`config.mk`:
```
export PLATFORM = sky130hd
export DESIGN_NAME = video_snoop_engine
export DESIGN_NICKNAME = d
export VERILOG_FILES = /design/src/rtl/video_snoop_engine.sv
export SDC_FILE = /design/constraint.sdc
export NUM_CORES = 1
export LEC_CHECK = 0
export ABC_CLOCK_PERIOD_IN_PS = 3200
export CORE_ASPECT_RATIO = 0.5
export CORE_MARGIN = 2
export CORE_UTILIZATION = 50
export CTS_CLUSTER_SIZE = 10
export DETAILED_ROUTE_END_ITERATION = 6
export GPL_ROUTABILITY_DRIVEN = 0
export HOLD_SLACK_MARGIN = 0.02
export PLACE_DENSITY = 0.8
export SLEW_MARGIN = 20
export SYNTH_ARGS = -nofsm -noshare
export SYNTH_HDL_FRONTEND = slang
export SYNTH_SLANG_ARGS = --single-unit
export TNS_END_PERCENT = 10
```
`constraint.sdc`:
```
create_clock -name CLK -period 3.2 [get_ports CLK]
set_clock_uncertainty 0.05 [all_clocks]
set_input_delay 0.48 -clock CLK [delete_from_list [all_inputs] [get_ports CLK]]
set_output_delay 0.48 -clock CLK [all_outputs]
set_load 0.1 [all_outputs]
```
`src/rtl/video_snoop_engine.sv`:
```
// Snoops a video line out of extension RAM during the video half of each Gigatron cycle and drives OUTD.
// Optional build macro VSNOOP_TRANSPARENT_EN: a fetched 6'h00 pixel shows the last CPU (ALU) pixel instead.
module video_snoop_engine #(
  parameter int AW          = 19,
  parameter int LW          = 8,
  parameter int DEFAULT_LEN = 160
) (
  input  logic          CLK,
  input  logic          nRESET,
  input  logic [1:0]    PHASE,
  input  logic          nOL,
  input  logic [7:0]    ALU,
  input  logic [15:0]   GA,
  input  logic [7:0]    RDIN,
  input  logic          CFG_WE,
  input  logic [15:0]   CFG_DATA,
  output logic [AW-1:0] VRA,
  output logic          VREQ,
  output logic [7:0]    OUTD,
  output logic          BUSY
);
  localparam int BW = AW - 16;

  typedef enum logic [1:0] {IDLE, ACTIVE, DONE} state_t;

  state_t        state_reg;
  logic          run_reg;
  logic [BW-1:0] bank_reg;
  logic [1:0]    hrep_reg;
  logic [7:0]    len_reg;
  logic [BW-1:0] line_bank_reg;
  logic [1:0]    line_hrep_reg;
  logic [LW-1:0] line_len_reg;
  logic [15:0]   vaddr_reg;
  logic [LW-1:0] pcnt_reg;
  logic [1:0]    rcnt_reg;
  logic          pix_valid_reg;
  logic [5:0]    pix_reg;
  logic [7:0]    outd_reg;

  logic          run_next;
  logic [BW-1:0] bank_next;
  logic [1:0]    hrep_next;
  logic [7:0]    len_next;
  logic [LW-1:0] eff_len_next;
  logic          output_slot;
  logic          fetch;
  logic          line_start;
  logic          sync_lost;
  logic [5:0]    out_pix;
  logic          unused_bits;

  // A config write landing this cycle is already visible to a line start in the same cycle.
  always_comb begin
    run_next     = CFG_WE ? CFG_DATA[15] : run_reg;
    bank_next    = CFG_WE ? CFG_DATA[12 +: BW] : bank_reg;
    hrep_next    = CFG_WE ? CFG_DATA[11:10] : hrep_reg;
    len_next     = CFG_WE ? CFG_DATA[7:0] : len_reg;
    eff_len_next = (len_next == 8'd0) ? LW'(DEFAULT_LEN) : LW'(len_next);
  end

  assign output_slot = PHASE[0];
  assign fetch       = (state_reg == ACTIVE) && !PHASE[0] && (rcnt_reg == 2'd0) &&
                       !pix_valid_reg && (pcnt_reg < line_len_reg);
  assign line_start  = (state_reg == IDLE) && (PHASE == 2'd1) && !nOL && run_next &&
                       (ALU[7:6] == 2'b11);
  assign sync_lost   = !nOL && (ALU[7:6] != 2'b11);

  assign VRA  = {line_bank_reg, vaddr_reg};
  assign VREQ = fetch;
  assign OUTD = outd_reg;
  assign BUSY = (state_reg == ACTIVE);
  assign unused_bits = ^{CFG_DATA[9:8], RDIN[7:6]};

`ifdef VSNOOP_TRANSPARENT_EN
  logic [5:0] alu_pix_reg;

  assign out_pix = (pix_reg == 6'h00) ? alu_pix_reg : pix_reg;

  always_ff @(posedge CLK or negedge nRESET) begin
    if (!nRESET) begin
      alu_pix_reg <= 6'h00;
    end else if (!nOL) begin
      alu_pix_reg <= ALU[5:0];
    end
  end
`else
  assign out_pix = pix_reg;
`endif

  always_ff @(posedge CLK or negedge nRESET) begin
    if (!nRESET) begin
      state_reg     <= IDLE;
      run_reg       <= 1'b0;
      bank_reg      <= '0;
      hrep_reg      <= 2'd0;
      len_reg       <= 8'd0;
      line_bank_reg <= '0;
      line_hrep_reg <= 2'd0;
      line_len_reg  <= '0;
      vaddr_reg     <= 16'h0000;
      pcnt_reg      <= '0;
      rcnt_reg      <= 2'd0;
      pix_valid_reg <= 1'b0;
      pix_reg       <= 6'h00;
      outd_reg      <= 8'hC0;
    end else begin
      if (CFG_WE) begin
        run_reg  <= CFG_DATA[15];
        bank_reg <= CFG_DATA[12 +: BW];
        hrep_reg <= CFG_DATA[11:10];
        len_reg  <= CFG_DATA[7:0];
      end

      if (!run_next && (state_reg != IDLE)) begin
        state_reg <= IDLE;
      end else begin
        case (state_reg)
          IDLE: begin
            if ((PHASE == 2'd1) && !nOL) outd_reg <= ALU;
            if (line_start) begin
              vaddr_reg     <= GA;
              line_bank_reg <= bank_next;
              line_hrep_reg <= hrep_next;
              line_len_reg  <= eff_len_next;
              pcnt_reg      <= '0;
              rcnt_reg      <= 2'd0;
              pix_valid_reg <= 1'b0;
              state_reg     <= ACTIVE;
            end
          end
          ACTIVE: begin
            if (sync_lost) begin
              outd_reg  <= ALU;
              state_reg <= DONE;
            end else begin
              if (!nOL) outd_reg[7:6] <= ALU[7:6];
              if (fetch) begin
                pix_reg       <= RDIN[5:0];
                pix_valid_reg <= 1'b1;
                vaddr_reg     <= vaddr_reg + 16'd1;
                pcnt_reg      <= pcnt_reg + LW'(1);
                rcnt_reg      <= line_hrep_reg;
              end
              // The replica shown with rcnt at zero is the last one of this pixel.
              if (output_slot && pix_valid_reg) begin
                outd_reg[5:0] <= out_pix;
                if (rcnt_reg != 2'd0) begin
                  rcnt_reg <= rcnt_reg - 2'd1;
                end else begin
                  pix_valid_reg <= 1'b0;
                  if (pcnt_reg == line_len_reg) state_reg <= DONE;
                end
              end
            end
          end
          DONE: begin
            if (!nOL) outd_reg <= ALU;
            if ((PHASE == 2'd1) && !nOL && (ALU[7:6] != 2'b11)) state_reg <= IDLE;
          end
          default: state_reg <= IDLE;
        endcase
      end
    end
  end

endmodule

```
# ---- After elaboration in Yosys (flattened, before gate mapping)
# Cells that the tools add are included.
dict set report classes {
  n_addsub 3
  order_cmp 1
  n_bitwise 2
  reduce_logical 31
  n_eq_ne 18
  n_mux 39
}
# operator n
set op_table {}
lappend op_table {{$mux 8} 8}
lappend op_table {{$mux 16} 3}
lappend op_table {{$pmux 16 s2} 1}
lappend op_table {{$mux 2} 14}
lappend op_table {{$pmux 8 s3} 1}
lappend op_table {{$reduce_and 5->1} 4}
lappend op_table {{$add 16x1->16 const B} 1}
lappend op_table {{$pmux 8 s2} 1}
lappend op_table {{$logic_and 1x1->1} 13}
lappend op_table {{$ne 2x2->1 const B} 5}
lappend op_table {{$add 8x1->8 const B} 1}
lappend op_table {{$eq 8x8->1} 1}
lappend op_table {{$logic_not 8->1} 1}
lappend op_table {{$lt 8x8->1} 1}
lappend op_table {{$ne 4x1->1 const B} 2}
lappend op_table {{$reduce_and 4->1} 2}
lappend op_table {{$mux 1} 6}
lappend op_table {{$mux 6} 1}
lappend op_table {{$ne 3x2->1 const B} 2}
lappend op_table {{$pmux 2 s3} 1}
lappend op_table {{$reduce_bool 2->1} 3}
lappend op_table {{$eq 2x1->1 const B} 2}
lappend op_table {{$eq 2x2->1 const B} 2}
lappend op_table {{$logic_not 1->1} 4}
lappend op_table {{other kinds (12)} 14}
dict set report word_totals {
  in_bits 54
  wordCells 109
  output_inout_bits 29
  ff_bits 70
}

# ---- Logic depth before layout (Yosys ltp)
# Gate-level depths: netlist (run 1).
dict set report depth {
  word_depth 10
  ltp_mapped 10
  depth_no_buf 8
}

# ---- Worst setup path before layout (run 1)
# No wires, ideal clock.
dict set report synth_timing {
  path_type {register to output}
  startpoint {register pcnt_reg[7]}
  endpoint {output VREQ}
  setup_slack_ns 0.224
  path_stages_with_launch 5
  n_path_buf 0
  required_ns 2.670
  arrival_ns 2.446
  path_cell_list {dfrtp_1 > ha_1 > a211oi_2 > o2111ai_4 > nor2_1}
}
dict set report synth_via {
  elab_chain_cells 2
}
# element line_no
set synth_lines {}
lappend synth_lines {{from (decl)} 35} ;# logic [LW-1:0] pcnt_reg;
lappend synth_lines {{from (signal assigned)} 142} ;# pcnt_reg <= pcnt_reg + LW'(1);
lappend synth_lines {{$lt 8x8->1} 64} ;# !pix_valid_reg && (pcnt_reg < line_len_reg);
lappend synth_lines {{$logic_and 1x1->1} 64}
lappend synth_lines {{to (decl)} 18} ;# output logic VREQ,
# No other way between the ends.

# ---- Worst setup path after layout (run 1)
dict set report layout_timing {
  startpoint {input PHASE[0]}
  endpoint {register vaddr_reg[7]}
}
dict set report layout_via {
  elab_chain_cells 7
  word_cells_on_any_way 13
  classes_between {eq/ne (3); reduce/logical (10)}
}
# element line_no
set layout_lines {}
lappend layout_lines {{from (decl)} 10} ;# input logic [1:0] PHASE,
lappend layout_lines {{$eq 2x1->1 or $logic_not 1->1 (tied branches)} {65, 63}}
lappend layout_lines {{$logic_and 1x1->1 (on tied branches) (3 in series)} {65, 63}}
lappend layout_lines {{$logic_and 1x1->1 (on tied branches)} {65, 64}}
lappend layout_lines {{$ne 2x2->1 (no line)} -}
lappend layout_lines {{$reduce_and 5->1 (no line) (*)} -}
lappend layout_lines {{to (signal assigned)} 141} ;# vaddr_reg <= vaddr_reg + 16'd1;
lappend layout_lines {{to (decl)} 34} ;# logic [15:0] vaddr_reg;
# Every way passes the cells marked *; elsewhere a longest branch is shown, timed or not.
# A chain may end at the register's enable or synchronous reset.

==> results.json, run 1 <==
{
  "synth_warnings": 0,
  "coreArea_sq_mm": 0.006805,
  "grt_pass1_wl_mm": 14.74,
  "wirelength_mm": 8.695,
  "post-route-util_pct": 69.57,
  "slew_headroom_pct": 39.03,
  "die_x_um": 123.7,
  "setup_viol": 0,
  "ys_seq_area_share_pct": 48.99,
  "wire_per_inst_um": 16.07,
  "r2r_setup_slack_ns": 0.60,
  "synth_cell_types": 54,
  "cp_cell_sequence": "clkdlybuf4s50_1 -> nor3b_1 -> nor2b_1 -> nand4_1 -> buf_4 -> a21oi_1 -> a2bb2oi_1",
  "status": "complete, no violations",
  "place_inst": 525,
  "die_h_um": 63.84,
  "ctsHoldBuffers": 0,
  "maxCapViolCount": 0,
  "syn_to_final_growth_pct": 32.22,
  "post_cts_buffers": 0,
  "instances_no_fill": 541,
  "drtIter0Drc": 208,
  "cts-root-buf": "clkbuf_16",
  "netlist_area_sq_mm": 0.003581,
  "cts_buffers": 9,
  "min_period_ns": 2.633,
  "hold_viol_final": 0,
  "reg2reg_to": "vaddr_reg[12]",
  "cts_resized": 0,
  "cpPeakStageDelay_ns": 0.56,
  "cts.sinks": 70,
  "synth_enable_flop_cells": 0,
  "ys.flop_type": "dfrtp_1",
  "insertion_delay_ns": 0.33,
  "clk_pin_slew_ns": 0.06,
  "dpl_cell_area_sq_mm": 0.004410,
  "worst-setup-path-type": "in -> reg",
  "mostFrequentLayoutCells": "68 x dfrtp_1, 50 x nand2_1, 48 x clkdlybuf4s50_1, 36 x buf_4, 32 x a21oi_1",
  "tightestPinTransition_ns": 0.9145,
  "use_met3_pct": 6.607,
  "use_met1_pct": 31.24,
  "cp-end-kind": "register",
  "crit_family": "simple AND/OR/NAND/NOR gates",
  "async_flop_share_pct": 100.0,
  "initial_core_util_pct": 52.62,
  "largest_register_ffs": 16,
  "total_power_mw": 3.363,
  "critical_path_buf_inv_count": 2,
  "worstPathArrival_ns": 2.82,
  "synth_nets": 429,
  "antenna_found_initial": 0,
  "start_kind": "input port",
  "fmax_mhz": 379.9,
  "dp_hpwl_mm": 6.276,
  "grt_pass1_vias": 3122,
  "syn_area_per_cell_sq_um": 9.811,
  "overflow": 0,
  "port_buffers": 78,
  "drv_slew": 0,
  "final_common_cell": "dfrtp_1",
  "crit_fanout": 11,
  "fin_crit_sh_pct": 82.27,
  "power_density_mw_per_mm2": 710.2,
  "fp.dieArea_sq_mm": 0.007896,
  "ioPinCount": 83,
  "htree_levels": 3,
  "r2r-start": "pcnt_reg[3]",
  "grt_max_degree": 40,
  "grt_most_used_layer": "met2",
  "grt_use_total_pct": 23.94,
  "grt_use_met2_pct": 39.08,
  "ys_ff_latch": 70,
  "design_area_sq_mm": 0.004735,
  "netlist_instances": 365,
  "fp-row-count": 21,
  "diodes": 0,
  "antenna_left": 0,
  "r2r_cells": 7,
  "fin_nets": 508,
  "cp_slowest_cell": "clkdlybuf4s50_1",
  "drive_gt1_share_pct": 19.15,
  "clk_path_buf_depth": 2,
  "hold_path_class": "in -> async",
  "drtPass1Iterations": 5,
  "drc": 0,
  "ir_worst_vdd_mv": 0.4782,
  "vias": 3072,
  "via_per_inst": 5.678,
  "fin_setup_tns_ns": 0,
  "rsz0062_at_grt": "false",
  "leakage_nw": 2.062,
  "cp.required_ns": 3.39,
  "tritoncts": "done"
}
## layout make-up
cell class	instances	area [sq um]
clock buffer	10	239.0
clock inverter	6	85.08
fill	526	2071
inverter	12	50.05
multi-input combinational	264	1695
sequential	70	1754
tap	92	115.1
timing repair buffer	87	795.8
## metal layers
layer | vias up | share of wire (%)
met5 | - | 0
met4 | 0 | 0.44
met3 | 2 | 5.0
met2 | 91 | 48
met1 | 1490 | 46
li1 | 1489 | -
## worst max path at each step
stage | start | to | slack, ns | depth (start not counted)
floorplan | pcnt_reg[7] | VREQ | 0.22 | 4
global placement | CFG_WE | vaddr_reg[12] | 0.34 | 7
detailed placement | PHASE[0] | pcnt_reg[7] | 0.26 | 6
CTS | pcnt_reg[3] | VREQ | 0.60 | 6
global route | PHASE[0] | pcnt_reg[0] | 0.40 | 6
finish | PHASE[0] | vaddr_reg[7] | 0.57 | 7
## cell usage after synthesis (3+ instances only)
cell type	n	area share, %
o22ai_1	5	0.87
o2bb2ai_1	3	0.73
a31oi_1	3	0.52
and2_1	3	0.52
nor2_1	21	2.2
mux2i_1	10	2.8
mux2_2	21	6.6
nand3_1	14	2.0
a21oi_1	32	4.5
nor4_1	7	1.2
or3_1	4	0.70
nand4_1	8	1.4
o21ai_0	28	3.9
inv_1	10	1.0
clkbuf_1	13	1.4
a2bb2oi_1	7	1.7
nor3_1	4	0.56
buf_2	3	0.42
dfrtp_1	68	48
nand2_1	50	5.2
ha_1	10	3.5
## kinds of logic (layout without fill, tap and decap cells)
group	after synthesis	after routing	share of synthesized area (%)
fa+ha+maj	10	10	3.494
buf+inv	31	115	3.809
simple gates	125	125	16.77
compound gates	97	97	17.30
xor+xnor	1	1	0.2446
flops	70	70	48.99
mux	31	31	9.399
## report_power, final
part / total (mW) / switching [mW] / leakage [nW] / internal (mW)
Combinational: 1.15 / 0.854 / 1.04 / 0.297
Clock: 1.06 / 0.363 / 0.154 / 0.700
Sequential: 1.15 / 0.117 / 0.869 / 1.03
## stage by stage
step | setup WS [ns] | hold slack, ns
after CTS | 0.5982 | 0.2459
after floorplan | 0.2241 | 0.1344
after detailed placement | 0.2646 | 0.4164
after global placement | 0.3363 | 0.4145
after global routing | 0.4045 | 0.2873
final | 0.5675 | 0.2268
Note: power is estimated with default switching activity, not from simulation.
==> run 2: changes to the inputs <==
- ABC_CLOCK_PERIOD_IN_PS: 3200 -> 2600
- clock period: 3.2 -> 2.6 ns (I/O delays scaled with it)
==> run 2 against run 1 <==
Effect of this change: count of clock-buffer cells in the layout decreased by 1; largest cell class unchanged; non-clock buffer count increased by 11; cell area increased by 2.0%; register-to-register slack got worse by 0.41 ns; combinational power increased by 23%; setup slack got worse by 0.48 ns; power increased by 21%; sequential share of layout area decreased by 0.72 points; critical path depth decreased by 1; sequential power increased by 23%; utilization increased by 1.4 points; critical endpoint is now VREQ; worst hold slack got worse by 0.12 ns.
==> results.json, run 2 (same netlist as run 1, synthesis figures left out) <==
{
  "status": "complete, no violations",
  "wirelength_mm": 9.063,
  "min_period_ns": 2.513,
  "crit_fanout": 4,
  "coreArea_sq_mm": 0.006805,
  "total_power_mw": 4.073,
  "port_buffers": 78,
  "post_cts_buffers": 0,
  "drive_gt1_share_pct": 21.74,
  "r2r_setup_slack_ns": 0.19,
  "clk_path_buf_depth": 2,
  "power_density_mw_per_mm2": 843.5,
  "fin_crit_sh_pct": 96.66,
  "drtIter0Drc": 287,
  "maxCapViolCount": 0,
  "leakage_nw": 2.101,
  "overflow": 0,
  "wire_per_inst_um": 16.42,
  "setup_viol": 0,
  "clk_pin_slew_ns": 0.06,
  "ir_worst_vdd_mv": 0.4864,
  "largest_register_ffs": 16,
  "worst-setup-path-type": "reg -> out",
  "htree_levels": 3,
  "tightestPinTransition_ns": 0.8468,
  "fmax_mhz": 397.9,
  "fp.dieArea_sq_mm": 0.007896,
  "crit_family": "compound AO/OA/AOI/OAI gates",
  "grt_max_degree": 38,
  "cts-root-buf": "clkbuf_16",
  "tritoncts": "done",
  "hold_path_class": "in -> async",
  "syn_to_final_growth_pct": 34.84,
  "die_x_um": 123.7,
  "slew_headroom_pct": 43.54,
  "start_kind": "register",
  "cp_slowest_cell": "dfrtp_1",
  "rsz0062_at_grt": "true",
  "hold_viol_final": 0,
  "r2r-start": "pcnt_reg[1]",
  "instances_no_fill": 552,
  "cp-end-kind": "output pin",
  "cts.sinks": 70,
  "mostFrequentLayoutCells": "68 x dfrtp_1, 50 x nand2_1, 48 x clkdlybuf4s50_1, 45 x buf_4, 32 x a21oi_1",
  "worstPathArrival_ns": 2.07,
  "diodes": 0,
  "r2r_cells": 7,
  "ioPinCount": 83,
  "final_common_cell": "dfrtp_1",
  "antenna_found_initial": 0,
  "grt_pass1_wl_mm": 15.57,
  "place_inst": 536,
  "fillCellCount": 495,
  "critical_path_buf_inv_count": 2,
  "reg2reg_to": "pcnt_reg[7]",
  "ctsHoldBuffers": 0,
  "cp_cell_sequence": "ha_1 -> a211oi_2 -> o2111ai_4 -> buf_4 -> nor2_2 -> buf_12",
  "dp_hpwl_mm": 6.449,
  "cpPeakStageDelay_ns": 0.40,
  "insertion_delay_ns": 0.34,
  "cts_resized": 0,
  "grt_pass1_vias": 3290,
  "grt_use_total_pct": 25.74,
  "drv_slew": 0,
  "die_h_um": 63.84,
  "fp-row-count": 21,
  "cts_buffers": 9,
  "antenna_left": 0,
  "initial_core_util_pct": 52.62,
  "fin_nets": 519,
  "drc": 0,
  "drtPass1Iterations": 5,
  "cp.required_ns": 2.16,
  "via_per_inst": 5.822,
  "vias": 3214
}
-- run 2: power breakdown --
group	leakage [nW]	internal [mW]	switching [mW]
Combinational	1.10	0.373	1.05
Clock	0.134	0.743	0.491
Sequential	0.869	1.27	0.146
Total	2.10	2.39	1.69
-- run 2: cell type report --
cell class                      instances  area, sq um  area share (%)
Clock inverter                          7        73.82           1.529
Tap cell                               92        115.1           2.384
Clock buffer                            9        225.2           4.664
Sequential cell                        70         1754           36.33
Inverter                               12        50.05           1.037
Timing Repair Buffer                   98        903.4           18.71
Multi-Input combinational cell        264         1707           35.35
-- run 2: worst max path at each step --
stage                     from     endpoint  slack (ns)  depth (start not counted)
2_1_floorplan      pcnt_reg[7]  rcnt_reg[1]        0.18                          6
3_3_place_gp          PHASE[0]  pcnt_reg[6]      -0.008                          7
3_5_place_dp          PHASE[0]  pcnt_reg[4]       -0.04                          7
4_1_cts        line_len_reg[7]         VREQ        0.06                          7
5_1_grt        line_len_reg[7]         VREQ       -0.06                          7
6_report           pcnt_reg[7]         VREQ        0.09                          6
-- run 2: per-layer routing --
metal | share of wire, % | global-route usage, %
met3 | 6.7 | 8.393
met2 | 49 | 42.79
met1 | 44 | 32.37
met5 | 0 | 0
met4 | 1.1 | 6.960
-- run 2: metrics by stage --
step	util, %	setup slack (ns)	instance area (sq um)	setup TNS, ns	hold WS, ns
2_1_floorplan	-	0.1795	3583	0	0.04441
3_3_place_gp	66.43	-0.008168	4521	-0.01428	0.4118
3_5_place_dp	66.43	-0.04384	4521	-0.1141	0.4161
4_1_cts	70.82	0.06461	4820	0	0.1245
5_1_grt	70.95	-0.05830	4828	-0.06037	0.1628
6_report	70.95	0.08674	4828	0	0.1035
-- run 2: worst register-to-register path: stages (launching register included) --
cell      delay (ns)
dfrtp_1         0.44
ha_1            0.31
nor2b_1         0.13
o21bai_1        0.12
a21oi_1         0.18
or4_4           0.60
or3_1           0.36
a21oi_1         0.14
